File: config.mk
export PLATFORM = sky130hd
export DESIGN_NAME = gate_tt_sequencer
export DESIGN_NICKNAME = d
export VERILOG_FILES = /design/src/rtl/gate_tt_pkg.sv /design/src/rtl/gate_tt_golden.sv /design/src/rtl/gate_tt_sequencer.sv
export SDC_FILE = /design/constraint.sdc
export NUM_CORES = 1
export LEC_CHECK = 0
export BUFFER_PORTS_ARGS = -buffer_cell sky130_fd_sc_hd__buf_2
export CORE_MARGIN = 1
export CORE_UTILIZATION = 58
export DETAILED_ROUTE_END_ITERATION = 8
export PLACE_DENSITY = 0.86
export SLEW_MARGIN = 20
export SYNTH_ARGS = -nofsm -noshare
export SYNTH_HDL_FRONTEND = slang
export SYNTH_HIERARCHICAL = 1
export SYNTH_SLANG_ARGS = --single-unit
File: constraint.sdc
create_clock -name clk -period 4.21 [get_ports clk]
set_clock_uncertainty 0.1 [all_clocks]
set_input_delay 1.0525 -clock clk [delete_from_list [all_inputs] [get_ports clk]]
set_output_delay 1.0525 -clock clk [all_outputs]
set_load 0.01 [all_outputs]
File: src/rtl/gate_tt_pkg.sv
// Shared types and constants for the two-input gate truth-table sequencer.
package gate_tt_pkg;

  typedef enum logic [2:0] {
    IDLE   = 3'd0,
    DRIVE  = 3'd1,
    SETTLE = 3'd2,
    CHECK  = 3'd3,
    DONE   = 3'd4
  } state_t;

  localparam int unsigned VEC_W  = 2;
  localparam int unsigned GATE_W = 8;
  localparam int unsigned CNT_W  = 4;

  // Bit positions of each gate result within gate_out
  localparam int unsigned NOT_A = 0;
  localparam int unsigned NOT_B = 1;
  localparam int unsigned AND   = 2;
  localparam int unsigned OR    = 3;
  localparam int unsigned NAND  = 4;
  localparam int unsigned NOR   = 5;
  localparam int unsigned XOR   = 6;
  localparam int unsigned XNOR  = 7;

  // Golden outputs indexed by {a,b}
  localparam logic [GATE_W-1:0] EXP_TT [0:3] = '{8'hB3, 8'h59, 8'h5A, 8'h8C};

endpackage

File: src/rtl/gate_tt_golden.sv
// Golden reference: maps the applied {a,b} vector to the expected gate outputs.
module gate_tt_golden
  import gate_tt_pkg::*;
(
  input  logic              a,
  input  logic              b,
  output logic [GATE_W-1:0] expected_c
);

  always_comb expected_c = EXP_TT[{a, b}];

endmodule

File: src/rtl/gate_tt_sequencer.sv
// Walks ab = 00..11 into the gate block, checks each output set against the
// golden table and accumulates a mismatch count, sticky bit mask and pass flag.
module gate_tt_sequencer
  import gate_tt_pkg::*;
#(
  parameter int unsigned SETTLE_CYCLES = 2,
  parameter int unsigned ERR_W         = 4
) (
  input  logic              clk,
  input  logic              rst_n,
  input  logic              start,
  input  logic [GATE_W-1:0] gate_out,
  output logic              a,
  output logic              b,
  output logic [VEC_W-1:0]  vec_idx,
  output logic              busy,
  output logic              done,
  output logic              pass,
  output logic [ERR_W-1:0]  err_count,
  output logic [GATE_W-1:0] fail_mask
);

  localparam int unsigned SETTLE_LAST = (SETTLE_CYCLES > 0) ? SETTLE_CYCLES - 1 : 0;

  state_t              state_q, state_d;
  logic [CNT_W-1:0]    cnt_q, cnt_d;
  logic                a_d, b_d, busy_d, done_d, pass_d;
  logic [VEC_W-1:0]    vec_d;
  logic [ERR_W-1:0]    err_d, err_chk;
  logic [GATE_W-1:0]   mask_d, diff, expected_c;

  gate_tt_golden u_golden (
    .a          (a),
    .b          (b),
    .expected_c (expected_c)
  );

  always_ff @(posedge clk or negedge rst_n) begin
    if (!rst_n) begin
      state_q   <= IDLE;
      cnt_q     <= '0;
      a         <= 1'b0;
      b         <= 1'b0;
      vec_idx   <= '0;
      busy      <= 1'b0;
      done      <= 1'b0;
      pass      <= 1'b0;
      err_count <= '0;
      fail_mask <= '0;
    end else begin
      state_q   <= state_d;
      cnt_q     <= cnt_d;
      a         <= a_d;
      b         <= b_d;
      vec_idx   <= vec_d;
      busy      <= busy_d;
      done      <= done_d;
      pass      <= pass_d;
      err_count <= err_d;
      fail_mask <= mask_d;
    end
  end

  // Next-state and next-register values
  always_comb begin
    state_d = state_q;
    cnt_d   = cnt_q;
    a_d     = a;
    b_d     = b;
    vec_d   = vec_idx;
    busy_d  = busy;
    done_d  = done;
    pass_d  = pass;
    err_d   = err_count;
    mask_d  = fail_mask;
    diff    = gate_out ^ expected_c;
    err_chk = err_count;
    if (|diff && (err_count != '1)) err_chk = err_count + ERR_W'(1);

    case (state_q)
      IDLE, DONE: begin
        if (start) begin
          state_d = DRIVE;
          busy_d  = 1'b1;
          done_d  = 1'b0;
          pass_d  = 1'b0;
          err_d   = '0;
          mask_d  = '0;
          vec_d   = '0;
        end
      end
      DRIVE: begin
        a_d     = vec_idx[1];
        b_d     = vec_idx[0];
        cnt_d   = '0;
        state_d = (SETTLE_CYCLES > 0) ? SETTLE : CHECK;
      end
      SETTLE: begin
        if (cnt_q == CNT_W'(SETTLE_LAST)) state_d = CHECK;
        else                              cnt_d   = cnt_q + CNT_W'(1);
      end
      CHECK: begin
        err_d  = err_chk;
        mask_d = fail_mask | diff;
        if (vec_idx != VEC_W'(3)) begin
          vec_d   = vec_idx + VEC_W'(1);
          state_d = DRIVE;
        end else begin
          // pass must include this final vector's result
          state_d = DONE;
          busy_d  = 1'b0;
          done_d  = 1'b1;
          pass_d  = (err_chk == '0);
        end
      end
      default: state_d = IDLE;
    endcase
  end

endmodule

==> impl_summary.txt, run 1 <==
----------------------------------------------------
[Status]
  Run status ... finished, final reports clean

[Cells and area]
  Antenna diode count ... 0
  P&R area growth vs syn ... 12.98%
  Core utilization of the finished layout ... 71.80%
  Nets ... roughly 190
  Fraction of final layout cells with drive strength greater than 1 ... about a quarter
  Final Instance Area ... around 1600 um2
  Top library cells by usage in the layout, fill and taps aside ... sky130_fd_sc_hd__buf_2, sky130_fd_sc_hd__dfrtp_1, sky130_fd_sc_hd__nor2_1, sky130_fd_sc_hd__nand2_1, sky130_fd_sc_hd__xor2_1
  Most frequent standard cell in the layout excluding fill and tap cells ... sky130_fd_sc_hd__buf_2

[Clocking]
  Number of levels in the clock H-tree ... 1
  Clk sink count ... 26
  Count of hold-fix buffers inserted at cts ... 0
  Clock transition at the register clock pins on the worst setup and hold paths after CTS ... roughly 0.14 ns
  Max Root-Sink Buffers ... 2
  Post-CTS sizing ... 0
  Worst-Skew Late Latency ... approximately 0.32 ns
  Number of buffers created by CTS ... 3
  TritonCTS clock tree ... done
  Master cell of the clock root buffer ... sky130_fd_sc_hd__clkbuf_4
  Number of buffers inserted by post-CTS setup repair ... 0

[GRT]
  Via count of the first global-routing pass ... roughly 1100
  GR peak layer ... met2
  Global-route met2 utilization ... 42.31%
  Largest net degree at the start of global routing ... 27
  First-pass GRT wire length ... roughly 4.8 mm
  Antenna violations before repair ... 0
  Total routing resource utilization after global routing ... between 20 and 25%
  Met1 usage in global routing ... between 20% and 30%
  Total global routing overflow ... 0
  GR Util met3 ... around 4.1%

[Routing]
  Number of DRC markers after the initial detailed-route iteration ... 22
  Via density ... approximately 5.8
  Total DRC errors in the routed layout ... 0
  Total wirelength of the detailed-routed design ... about 2.8 mm
  Count of antenna-violating nets left after detailed routing ... 0
  Routed len/inst ... around 15 um
  Pre-Repair DR Iteration Count ... 4
  Via count ... about 1100

[Floorplan]
  Die Span X ... between 50 and 60 um
  Height of the die ... about 52 um
  Core region area ... roughly 2300 um2
  Ports ... 30
  Number of standard-cell rows in the floorplan ... 17
  Die area ... between 2000 and 3000 um2
  Initial standard-cell utilization of the core ... a little under two thirds

[Power and ir drop]
  Total power density per cell area ... just over 700 nW/um2
  Switching fraction of total power ... around 45%
  Static Leakage ... between 0.7 and 0.8 nW
  Clk pwr share ... around a tenth
  Power spent charging and discharging nets ... 0.5233 mW
  Internal cell power ... around 0.65 mW
  Combinational cell fraction of total power ... between 40% and 50%
  Flop pwr share ... 39.8%
  Total Power ... between 1 and 1.5 mW
  Worst vdd rail ir drop ... 0.4854 mV

[Timing]
  Worst-margin pin slew ... ~0.56 ns
  Count of pins over their slew limit ... 0
  Hold slack final ... 0.4122 ns
  Number of failing setup endpoints in the final timing report ... 0
  Number of hold violations in the final report ... 0
  RSZ-0062 raised after global routing ... no
  Fmax ... around 460 MHz
  Setup total negative slack ... 0 ns
  Fin crit share ... 52.15%
  Max-slew headroom ... a little over 60%
  Fin crit period ... 2.195 ns

[Synth]
  Number of enable-type register cells in the synthesized netlist ... 0
  Average cell area after synthesis ... 10.56 um2
  Post-synth top flop ... sky130_fd_sc_hd__dfrtp_1
  Post-synthesis cell area ... around 1400 um2
  Post-Synthesis Cells ... 137
  Sequential fraction of the synthesis area ... 44.98%
  Proportion of synthesized flip-flops having asynchronous set or reset ... 100.0%
  Number of library cell types mapped by synthesis ... 38
  Flop and latch count out of synthesis ... 26
  Nets in the synthesized netlist ... between 150 and 200
  Syn. warnings ... 6

[Critical path]
  Crit path max fanout ... 6
  Worst setup SP type ... register
  Flop2flop setup slack ... between 2 and 2.5 ns
  Endpoint type of the worst setup path ... register
  Setup Crit Path Kind ... reg2reg
  Critical Path RT ... 4.33 ns
  Worst EP arrival ... ~2.3 ns

[Placed design]
  Cell area reported after detailed placement ... 1598 um2
  Total half-perimeter wirelength after legalization and detailed placement ... approximately 2.2 mm
  Quantity of I/O buffers inserted on ports ... 29
  Last weighted congestion value of the routability-driven placer ... a little under 0.9

[Job]
  Max-cap check violation count ... 0

[Hold path]
  Class of the most critical hold timing path ... reg2reg

----------------------------------------------------
[cells by family (layout without fill, tap and decap cells)]
| kind of cell | Yosys count | in the layout | share of synthesized area [%] |
|---|---|---|---|
| and+or+nand+nor | 47 | 47 | 18.86 |
| DFF | 26 | 26 | 44.98 |
| AOI/OAI and AO/OA | 24 | 24 | 12.02 |
| buffers and inverters | 13 | 42 | 4.325 |
| xor gates and xnor gates | 11 | 11 | 6.661 |
| adders and majority gates | 9 | 9 | 7.786 |
| muxes | 7 | 7 | 5.363 |
[cell type report]
type                    instances  area (um2)
fillers                       180       641.9
repair buffers                 29       145.1
inverters                       9       33.78
multi-input cells              98       733.2
flip-flops and latches         26       650.6
clock buffers                   4       36.28
well taps                      28       35.03
[per-layer routing]
layer / part of all wire, % / wire [um]
met4: 2.7 / 76
met1: 41 / 1171
met3: 4.5 / 127
met5: 0 / 0
met2: 51 / 1447
[power by group through the flow]
stage	registers, mW	logic [mW]	clock network [mW]
after detailed placement	0.472	0.584	0
after global routing	0.485	0.654	0.140
final	0.467	0.583	0.124
after floorplan	0.472	0.418	0
after global placement	0.465	0.557	0
after CTS	0.466	0.586	0.128
[through the flow]
| step | setup slack [ns] | cells |
|---|---|---|
| 2_1_floorplan | 2.032 | 137 |
| 3_3_place_gp | 1.880 | 190 |
| 3_5_place_dp | 1.803 | 190 |
| 4_1_cts | 2.015 | 194 |
| 5_1_grt | 1.905 | 194 |
| 6_report | 2.015 | 194 |
[registers in the layout, summed over array words and instances (netlist names)]
name,cells
a,1
b,1
busy,1
cnt_q,4
done,1
err_count,4
fail_mask,8
pass,1
state_q,3
vec_idx,2
[final timing paths]
path,from,endpoint,cells after the start
max in group asynchronous,rst_n,cnt_q[1]$_DFFE_PN0P_,1
hold reg to reg,busy$_DFFE_PN0P_,busy$_DFFE_PN0P_,1
setup reg to reg,a$_DFFE_PN0P_,err_count[2]$_DFFE_PN0P_,7
hold / removal,busy$_DFFE_PN0P_,busy$_DFFE_PN0P_,1
min in group asynchronous,rst_n,fail_mask[4]$_DFFE_PN0P_,1
setup / recovery,a$_DFFE_PN0P_,err_count[2]$_DFFE_PN0P_,7
[synth_stat cells (3+ instances only)]
cell                      number  share of area (%)
sky130_fd_sc_hd__inv_1         9                2.3
sky130_fd_sc_hd__a21oi_1       9                3.1
sky130_fd_sc_hd__ha_1          9                7.8
sky130_fd_sc_hd__nand4_1       5                2.2
sky130_fd_sc_hd__o21ai_0       3                1.0
sky130_fd_sc_hd__xor2_1       10                6.1
sky130_fd_sc_hd__mux2i_1       4                2.8
sky130_fd_sc_hd__nor2_1       14                3.6
sky130_fd_sc_hd__dfrtp_1      26                 45
sky130_fd_sc_hd__nand2_1      12                3.1
[worst max-delay path, stage by stage, from the launching register on]
cell	delay [ns]
sky130_fd_sc_hd__dfrtp_1	0.47
sky130_fd_sc_hd__inv_1	0.12
sky130_fd_sc_hd__ha_1	0.33
sky130_fd_sc_hd__inv_1	0.06
sky130_fd_sc_hd__xor2_1	0.19
sky130_fd_sc_hd__nor4_4	0.44
sky130_fd_sc_hd__a21oi_1	0.13
sky130_fd_sc_hd__o221a_1	0.25
No activity file was read; power rests on OpenSTA's default activity.
==> run 2: changes to the inputs <==
Settings changed: CORE_UTILIZATION 58 to 48, PLACE_DENSITY 0.86 to 0.76.
Clock period 4.21 ns to 1.85 ns, I/O delays scaled along.
==> run 2 against run 1 <==
The run now ends with DRC, setup timing left. Die area is 20% higher. Critical path depth rose by 1. Sequential power up 130%. Cell count rose by 9.8%. Worst setup slack worse by 2.1 ns. Design area rose by 17%. Critical path type unchanged. Critical endpoint unchanged.
==> impl_summary.txt, run 2 (synthesis gave the netlist of run 1 again) <==
----------------------------------------------------
[Critical path]
  Family of cells with the greatest summed delay on the critical path ... simple AND/OR/NAND/NOR gates
  CP max stage delay ... 0.44 ns (-0.03 ns)
  Critical path buffers and inverters ... 2 (unchanged)
  Crit path max fanout ... 5 (-1)
  Cell at the slowest stage of the critical path ... sky130_fd_sc_hd__dfrtp_2
  Flop2flop setup slack ... -0.10 ns (-2.12 ns)
  Endpoint type of the worst setup path ... register
  Critical Path RT ... 2.03 ns (-2.30 ns)
  FF-to-FF Start ... a$_DFFE_PN0P_
  Worst EP arrival ... 2.13 ns (-0.18 ns)
  Worst-path cell chain ... inv_4, ha_4, or2_4, xor2_4, nor4_4, buf_4, and2_4, o221a_1
  Worst setup SP type ... register
  Setup Crit Path Kind ... reg2reg
  Depth of the worst register-to-register path ... 8 (+1)
  R2r endpoint ... err_count[2]$_DFFE_PN0P_

[Clocking]
  Master cell of the clock root buffer ... sky130_fd_sc_hd__clkbuf_4
  Count of hold-fix buffers inserted at cts ... 0 (unchanged)
  Number of levels in the clock H-tree ... 1 (unchanged)
  Worst-Skew Late Latency ... 0.32 ns (about the same)
  Max Root-Sink Buffers ... 2 (unchanged)
  Clk sink count ... 26 (unchanged)
  Number of buffers created by CTS ... 3 (unchanged)
  Clock transition at the register clock pins on the worst setup and hold paths after CTS ... 0.16 ns (+0.02 ns)
  TritonCTS clock tree ... done

[Timing]
  RSZ-0062 raised after global routing ... yes
  Max-slew headroom ... 59.91% (-2.4 points)
  Number of failing setup endpoints in the final timing report ... 5 (+5)
  Fin crit share ... 105.7% (+54 points)
  Setup WS post-layout ... -0.1046 ns (-2.119 ns)
  Fmax ... 511.6 MHz (+12%)
  Number of hold violations in the final report ... 0 (unchanged)
  Fin crit period ... 1.955 ns (-0.2408 ns)
  Count of pins over their slew limit ... 0 (unchanged)
  Worst-margin pin slew ... 0.6014 ns (+0.03674 ns)
  Setup total negative slack ... -0.2868 ns (-0.2868 ns)

[Cells and area]
  P&R area growth vs syn ... 32.18%
  Cell Count, Final, Fillers Out ... 213 (+9.8%)
  Antenna diode count ... 0 (unchanged)
  Largest register by flop count ... fail_mask
  Top library cells by usage in the layout, fill and taps aside ... sky130_fd_sc_hd__buf_2, sky130_fd_sc_hd__dfrtp_1, sky130_fd_sc_hd__buf_4, sky130_fd_sc_hd__nor2_1, sky130_fd_sc_hd__nand2_1
  Nets ... 203 (+8.6%)
  Number of flip-flops under the largest register name ... 8 (unchanged)
  Top flop regs ... fail_mask (8), cnt_q (4), err_count (4)
  Fraction of final layout cells with drive strength greater than 1 ... 42.31% (+16 points)
  Most frequent standard cell in the layout excluding fill and tap cells ... sky130_fd_sc_hd__buf_2

[GRT]
  First-pass GRT wire length ... 5.319 mm (+10%)
  Via count of the first global-routing pass ... 1158 (+5.8%)
  Total global routing overflow ... 0 (unchanged)
  Antenna violations before repair ... 0 (unchanged)
  Largest net degree at the start of global routing ... 27 (unchanged)
  Total routing resource utilization after global routing ... 21.23% (-3.6 points)

[Power and ir drop]
  Total Power ... 3.228 mW (+170%)
  Total power density per cell area ... 1689 nW/um2 (+140%)
  Worst vdd rail ir drop ... 0.7799 mV (+61%)
  Static Leakage ... 0.8961 nW (+12%)

[Routing]
  Met2 layer wire length in the routed design ... 1.762 mm (+22%)
  Highest metal layer with signal wires ... met4
  Via count ... 1194 (+5.9%)
  Total DRC errors in the routed layout ... 8 (+8)
  Count of antenna-violating nets left after detailed routing ... 0 (unchanged)
  Number of DRC markers after the initial detailed-route iteration ... 52 (+140%)
  Total wirelength of the detailed-routed design ... 3.310 mm (+17%)
  Pre-Repair DR Iteration Count ... 6 (+2)
  Via density ... 5.606 (-3.5%)
  Routed len/inst ... 15.54 um (+6.8%)
  Met1 wire length ... 1.383 mm (+18%)
  Routed wire length on met3 ... 146 um (+15%)

[Placed design]
  Placed Instances ... 203 (+6.8%)
  Total half-perimeter wirelength after legalization and detailed placement ... 2.206 mm (+2.4%)
  Last weighted congestion value of the routability-driven placer ... 0.8037 (-9.8%)
  Quantity of I/O buffers inserted on ports ... 29 (unchanged)

[Floorplan]
  Ports ... 30 (unchanged)
  Height of the die ... 56.90 um (+9.6%)
  Number of standard-cell rows in the floorplan ... 19 (+2)
  Die Span X ... 56.90 um (+9.6%)
  Die area ... 3237 um2 (+20%)
  Initial standard-cell utilization of the core ... 51.56% (-12 points)
  Core region area ... 2805 um2 (+23%)

[Job]
  Max-cap check violation count ... 0 (unchanged)

[Status]
  Run status ... finished with violations
  Violations in the final reports ... DRC, setup timing

[Hold path]
  Class of the most critical hold timing path ... in2async

----------------------------------------------------
-- run 2: metal layers --
layer	global-route usage (%)	vias to the layer above
li1	-	561
met1	27.53	598
met2	37.65	33
met3	2.074	2
met4	5.575	0
met5	0	-
-- run 2: area by class of cell --
type	count	area, um2
multi-input combinational	98	859.6
tap	31	38.79
inverter	9	38.79
clock buffer	3	22.52
clock inverter	1	30.03
fill	218	893.4
timing repair buffer	45	269.0
sequential	26	653.1
-- run 2: timing repair --
item,4_1_cts,5_1_grt
endpoints found under the setup margin,5,5
resized for setup,12,5
pin swaps,10,4
setup buffers,5,4
-- run 2: power by group --
| group | switching [mW] | total, mW | internal [mW] |
|---|---|---|---|
| Combinational | 0.938 | 1.76 | 0.825 |
| Clock | 0.176 | 0.395 | 0.219 |
| Sequential | 0.267 | 1.07 | 0.804 |
| Total | 1.38 | 3.23 | 1.85 |
-- run 2: worst max-delay path by stage --
stage / from / end / slack, ns / depth (start not counted)
after CTS: a$_DFFE_PN0P_ / err_count[3]$_DFFE_PN0P_ / -0.08 / 8
after global placement: a$_DFFE_PN0P_ / err_count[0]$_DFFE_PN0P_ / -0.07 / 7
final: a$_DFFE_PN0P_ / err_count[2]$_DFFE_PN0P_ / -0.10 / 8
after global routing: a$_DFFE_PN0P_ / err_count[3]$_DFFE_PN0P_ / -0.18 / 8
after floorplan: a$_DFFE_PN0P_ / err_count[2]$_DFFE_PN0P_ / -0.07 / 6
after detailed placement: a$_DFFE_PN0P_ / err_count[3]$_DFFE_PN0P_ / -0.15 / 7
-- run 2: per-stage QoR --
step                      worst slack, ns  util [%]  hold WS (ns)  instance area, um2
after floorplan                  -0.06556         -       0.06691                1479
after global placement           -0.07446     60.93        0.3579                1709
after detailed placement          -0.1542     60.93        0.3708                1709
after CTS                        -0.07790     66.46       0.02012                1864
after global routing              -0.1770     68.15       0.04899                1912
final                             -0.1046     68.15       0.01914                1912
==> run 3: changes to the inputs <==
Settings changed: CTS_CLUSTER_SIZE from default to 12, PLACE_DENSITY 0.76 to 0.83.
==> run 3 against run 2 <==
The flow still finishes with violations (DRC, setup timing). Non-clock buffer count shrank 3. Design area down 0.52%. Sequential power barely moved. Clock power is 26% lower. Fmax fell by 1.4%. Critical endpoint is now err_count[3]$_DFFE_PN0P_. Largest cell class unchanged.
==> impl_summary.txt, run 3 (synthesis gave the netlist of run 1 again) <==
----------------------------------------------------
[Status]
  Run status ... finished with violations
  Violations in the final reports ... DRC, setup timing

[Power and ir drop]
  Internal cell power ... 1.723 mW (-6.8%)
  Worst vdd rail ir drop ... 1.107 mV (+42%)
  Clk pwr share ... 9.3% (-2.9 points)
  Combinational cell fraction of total power ... 57.0% (+2.4 points)
  Flop pwr share ... 33.7% (+0.5 points)
  Static Leakage ... 0.8751 nW (-2.3%)
  Power spent charging and discharging nets ... 1.408 mW (+2.0%)
  Switching fraction of total power ... 44.97% (+2.2 points)
  Total power density per cell area ... 1646 nW/um2 (-2.5%)

[GRT]
  First-pass GRT wire length ... 5.106 mm (-4.0%)
  Total routing resource utilization after global routing ... 20.52% (-0.71 points)
  Via count of the first global-routing pass ... 1140 (-1.6%)
  Antenna violations before repair ... 0 (unchanged)
  Largest net degree at the start of global routing ... 27 (unchanged)
  Total global routing overflow ... 0 (unchanged)

[Critical path]
  FF-to-FF Start ... a$_DFFE_PN0P_
  CP max stage delay ... 0.48 ns (+0.04 ns)
  Setup Crit Path Kind ... reg2reg
  Crit path max fanout ... 6 (+1)
  Worst-path cell chain ... ha_2, or2_1, xor2_2, nor4_4, buf_6, a2111oi_4, a211oi_2
  Endpoint type of the worst setup path ... register
  Cell at the slowest stage of the critical path ... sky130_fd_sc_hd__dfrtp_2
  Flop2flop setup slack ... -0.13 ns (-0.03 ns)
  Depth of the worst register-to-register path ... 7 (-1)
  R2r endpoint ... err_count[3]$_DFFE_PN0P_
  Worst EP arrival ... 2.08 ns (-0.05 ns)
  Worst setup SP type ... register
  Critical Path RT ... 1.95 ns (-0.08 ns)

[Placed design]
  Last weighted congestion value of the routability-driven placer ... 0.8705 (+8.3%)
  Total half-perimeter wirelength after legalization and detailed placement ... 2.198 mm (-0.34%)
  Cell area reported after detailed placement ... 1694 um2 (-0.88%)
  Quantity of I/O buffers inserted on ports ... 29 (unchanged)

[Hold path]
  Class of the most critical hold timing path ... in2async

[Cells and area]
  Nets ... 200 (-1.5%)
  Antenna diode count ... 0 (unchanged)
  Layout filler cell count ... 201 (-7.8%)
  P&R area growth vs syn ... 31.49%
  Most frequent standard cell in the layout excluding fill and tap cells ... sky130_fd_sc_hd__buf_2
  Number of flip-flops under the largest register name ... 8 (unchanged)
  Fraction of final layout cells with drive strength greater than 1 ... 42.46% (+0.15 points)
  Top library cells by usage in the layout, fill and taps aside ... sky130_fd_sc_hd__buf_2, sky130_fd_sc_hd__dfrtp_1, sky130_fd_sc_hd__nor2_1, sky130_fd_sc_hd__nand2_1, sky130_fd_sc_hd__buf_4
  Largest register by flop count ... fail_mask
  Final Instance Area ... 1902 um2 (-0.52%)
  Top flop regs ... fail_mask (8), cnt_q (4), err_count (4)

[Job]
  Max-cap check violation count ... 0 (unchanged)

[Clocking]
  Max Root-Sink Buffers ... 2 (unchanged)
  Clock transition at the register clock pins on the worst setup and hold paths after CTS ... 0.15 ns (about the same)
  Worst-Skew Late Latency ... 0.33 ns (about the same)
  Clk sink count ... 26 (unchanged)
  Master cell of the clock root buffer ... sky130_fd_sc_hd__clkbuf_4
  Number of levels in the clock H-tree ... 1 (unchanged)
  Number of buffers created by CTS ... 3 (unchanged)
  TritonCTS clock tree ... done

[Timing]
  Number of failing setup endpoints in the final timing report ... 5 (unchanged)
  Setup WS post-layout ... -0.1318 ns (-0.02714 ns)
  Fmax ... 504.6 MHz (-1.4%)
  RSZ-0062 raised after global routing ... yes
  Max-slew headroom ... 60.96% (+1.1 points)
  Fin crit share ... 107.1% (+1.5 points)
  Worst-margin pin slew ... 0.5856 ns (-0.01587 ns)
  Fin crit period ... 1.982 ns (+0.02714 ns)
  Number of hold violations in the final report ... 0 (unchanged)
  Count of pins over their slew limit ... 0 (unchanged)
  Hold slack final ... 0.01697 ns (-0.002179 ns)

[Routing]
  Total wirelength of the detailed-routed design ... 3.434 mm (+3.7%)
  Routed len/inst ... 16.35 um (+5.2%)
  Number of DRC markers after the initial detailed-route iteration ... 39 (-25%)
  Pre-Repair DR Iteration Count ... 6 (unchanged)
  Count of antenna-violating nets left after detailed routing ... 0 (unchanged)
  Via count ... 1179 (-1.3%)
  Total DRC errors in the routed layout ... 4 (-4)
  Via density ... 5.614 (+0.15%)

[Floorplan]
  Die area ... 3237 um2 (unchanged)
  Initial standard-cell utilization of the core ... 51.56% (unchanged)
  Die Span X ... 56.90 um (unchanged)
  Core region area ... 2805 um2 (unchanged)
  Height of the die ... 56.90 um (unchanged)
  Number of standard-cell rows in the floorplan ... 19 (unchanged)
  Ports ... 30 (unchanged)

----------------------------------------------------
## run 3: cell count changes in the layout (fill, tap and decap cells not counted), sizes merged
cell	delta
buf	-3
bufinv	-1
clkbuf	+1
## run 3: metal layers
metal	vias up	track usage [%]	routed length (um)
met1	587	25.52	1459
met4	0	8.362	14
met3	2	2.995	152
met5	-	0	0
met2	42	35.46	1807
li1	548	-	-
## run 3: area by class of cell
cell class                      count  area [um2]  share of cell area (%)
Tap cell                           31       38.79                   2.039
Sequential cell                    26       653.1                   34.34
Multi-Input combinational cell     98       884.6                   46.51
Inverter                            9       38.79                   2.039
Clock buffer                        4       36.28                   1.908
Timing Repair Buffer               42       250.2                   13.16
## run 3: power by group through the flow
stage          logic (mW)  registers, mW  clock network, mW
6_report             1.78           1.06              0.292
5_1_grt              1.93           1.08              0.316
4_1_cts              1.60           1.04              0.291
3_5_place_dp         1.51           1.05                  0
3_3_place_gp         1.44           1.02                  0
2_1_floorplan       0.991           1.08                  0
## run 3: critical path, delay by kind of cell (launching register included)
kind / cells / cell delay, ns
adders and majority gates: 1 / 0.19
and+or+nand+nor: 2 / 0.31
AOI/OAI and AO/OA: 2 / 0.40
DFF: 1 / 0.48
buffers and inverters: 1 / 0.15
xor gates and xnor gates: 1 / 0.22
## run 3: repair_timing
| item | in CTS | in global routing |
|---|---|---|
| endpoints found under the setup margin | 5 | 5 |
| hold endpoints to repair | 0 | 0 |
| hold buffers | 0 | 0 |
| resized for setup | 7 | 14 |
| pin swaps | 4 | 6 |
| setup buffers | 3 | 2 |
## run 3: worst max-delay path by stage
stage                       start                  endpoint  depth (start not counted)
detailed placement  a$_DFFE_PN0P_  err_count[1]$_DFFE_PN0P_                          7
finish              a$_DFFE_PN0P_  err_count[3]$_DFFE_PN0P_                          7
floorplan           a$_DFFE_PN0P_  err_count[2]$_DFFE_PN0P_                          6
global placement    a$_DFFE_PN0P_  err_count[0]$_DFFE_PN0P_                          7
CTS                 a$_DFFE_PN0P_  err_count[3]$_DFFE_PN0P_                          8
global route        a$_DFFE_PN0P_  err_count[3]$_DFFE_PN0P_                          7
## run 3: metrics by stage
step	setup slack, ns	std cells	total power, mW	utilization, %	TNS (ns)
final	-0.1318	210	3.131	67.80	-0.2936
after global routing	-0.1604	210	3.328	67.80	-0.5337
after CTS	-0.1002	208	2.933	64.14	-0.4105
after detailed placement	-0.1614	201	2.553	60.39	-0.6852
after global placement	-0.1088	201	2.465	60.39	-0.3653
after floorplan	-0.06556	137	2.072	-	-0.1710
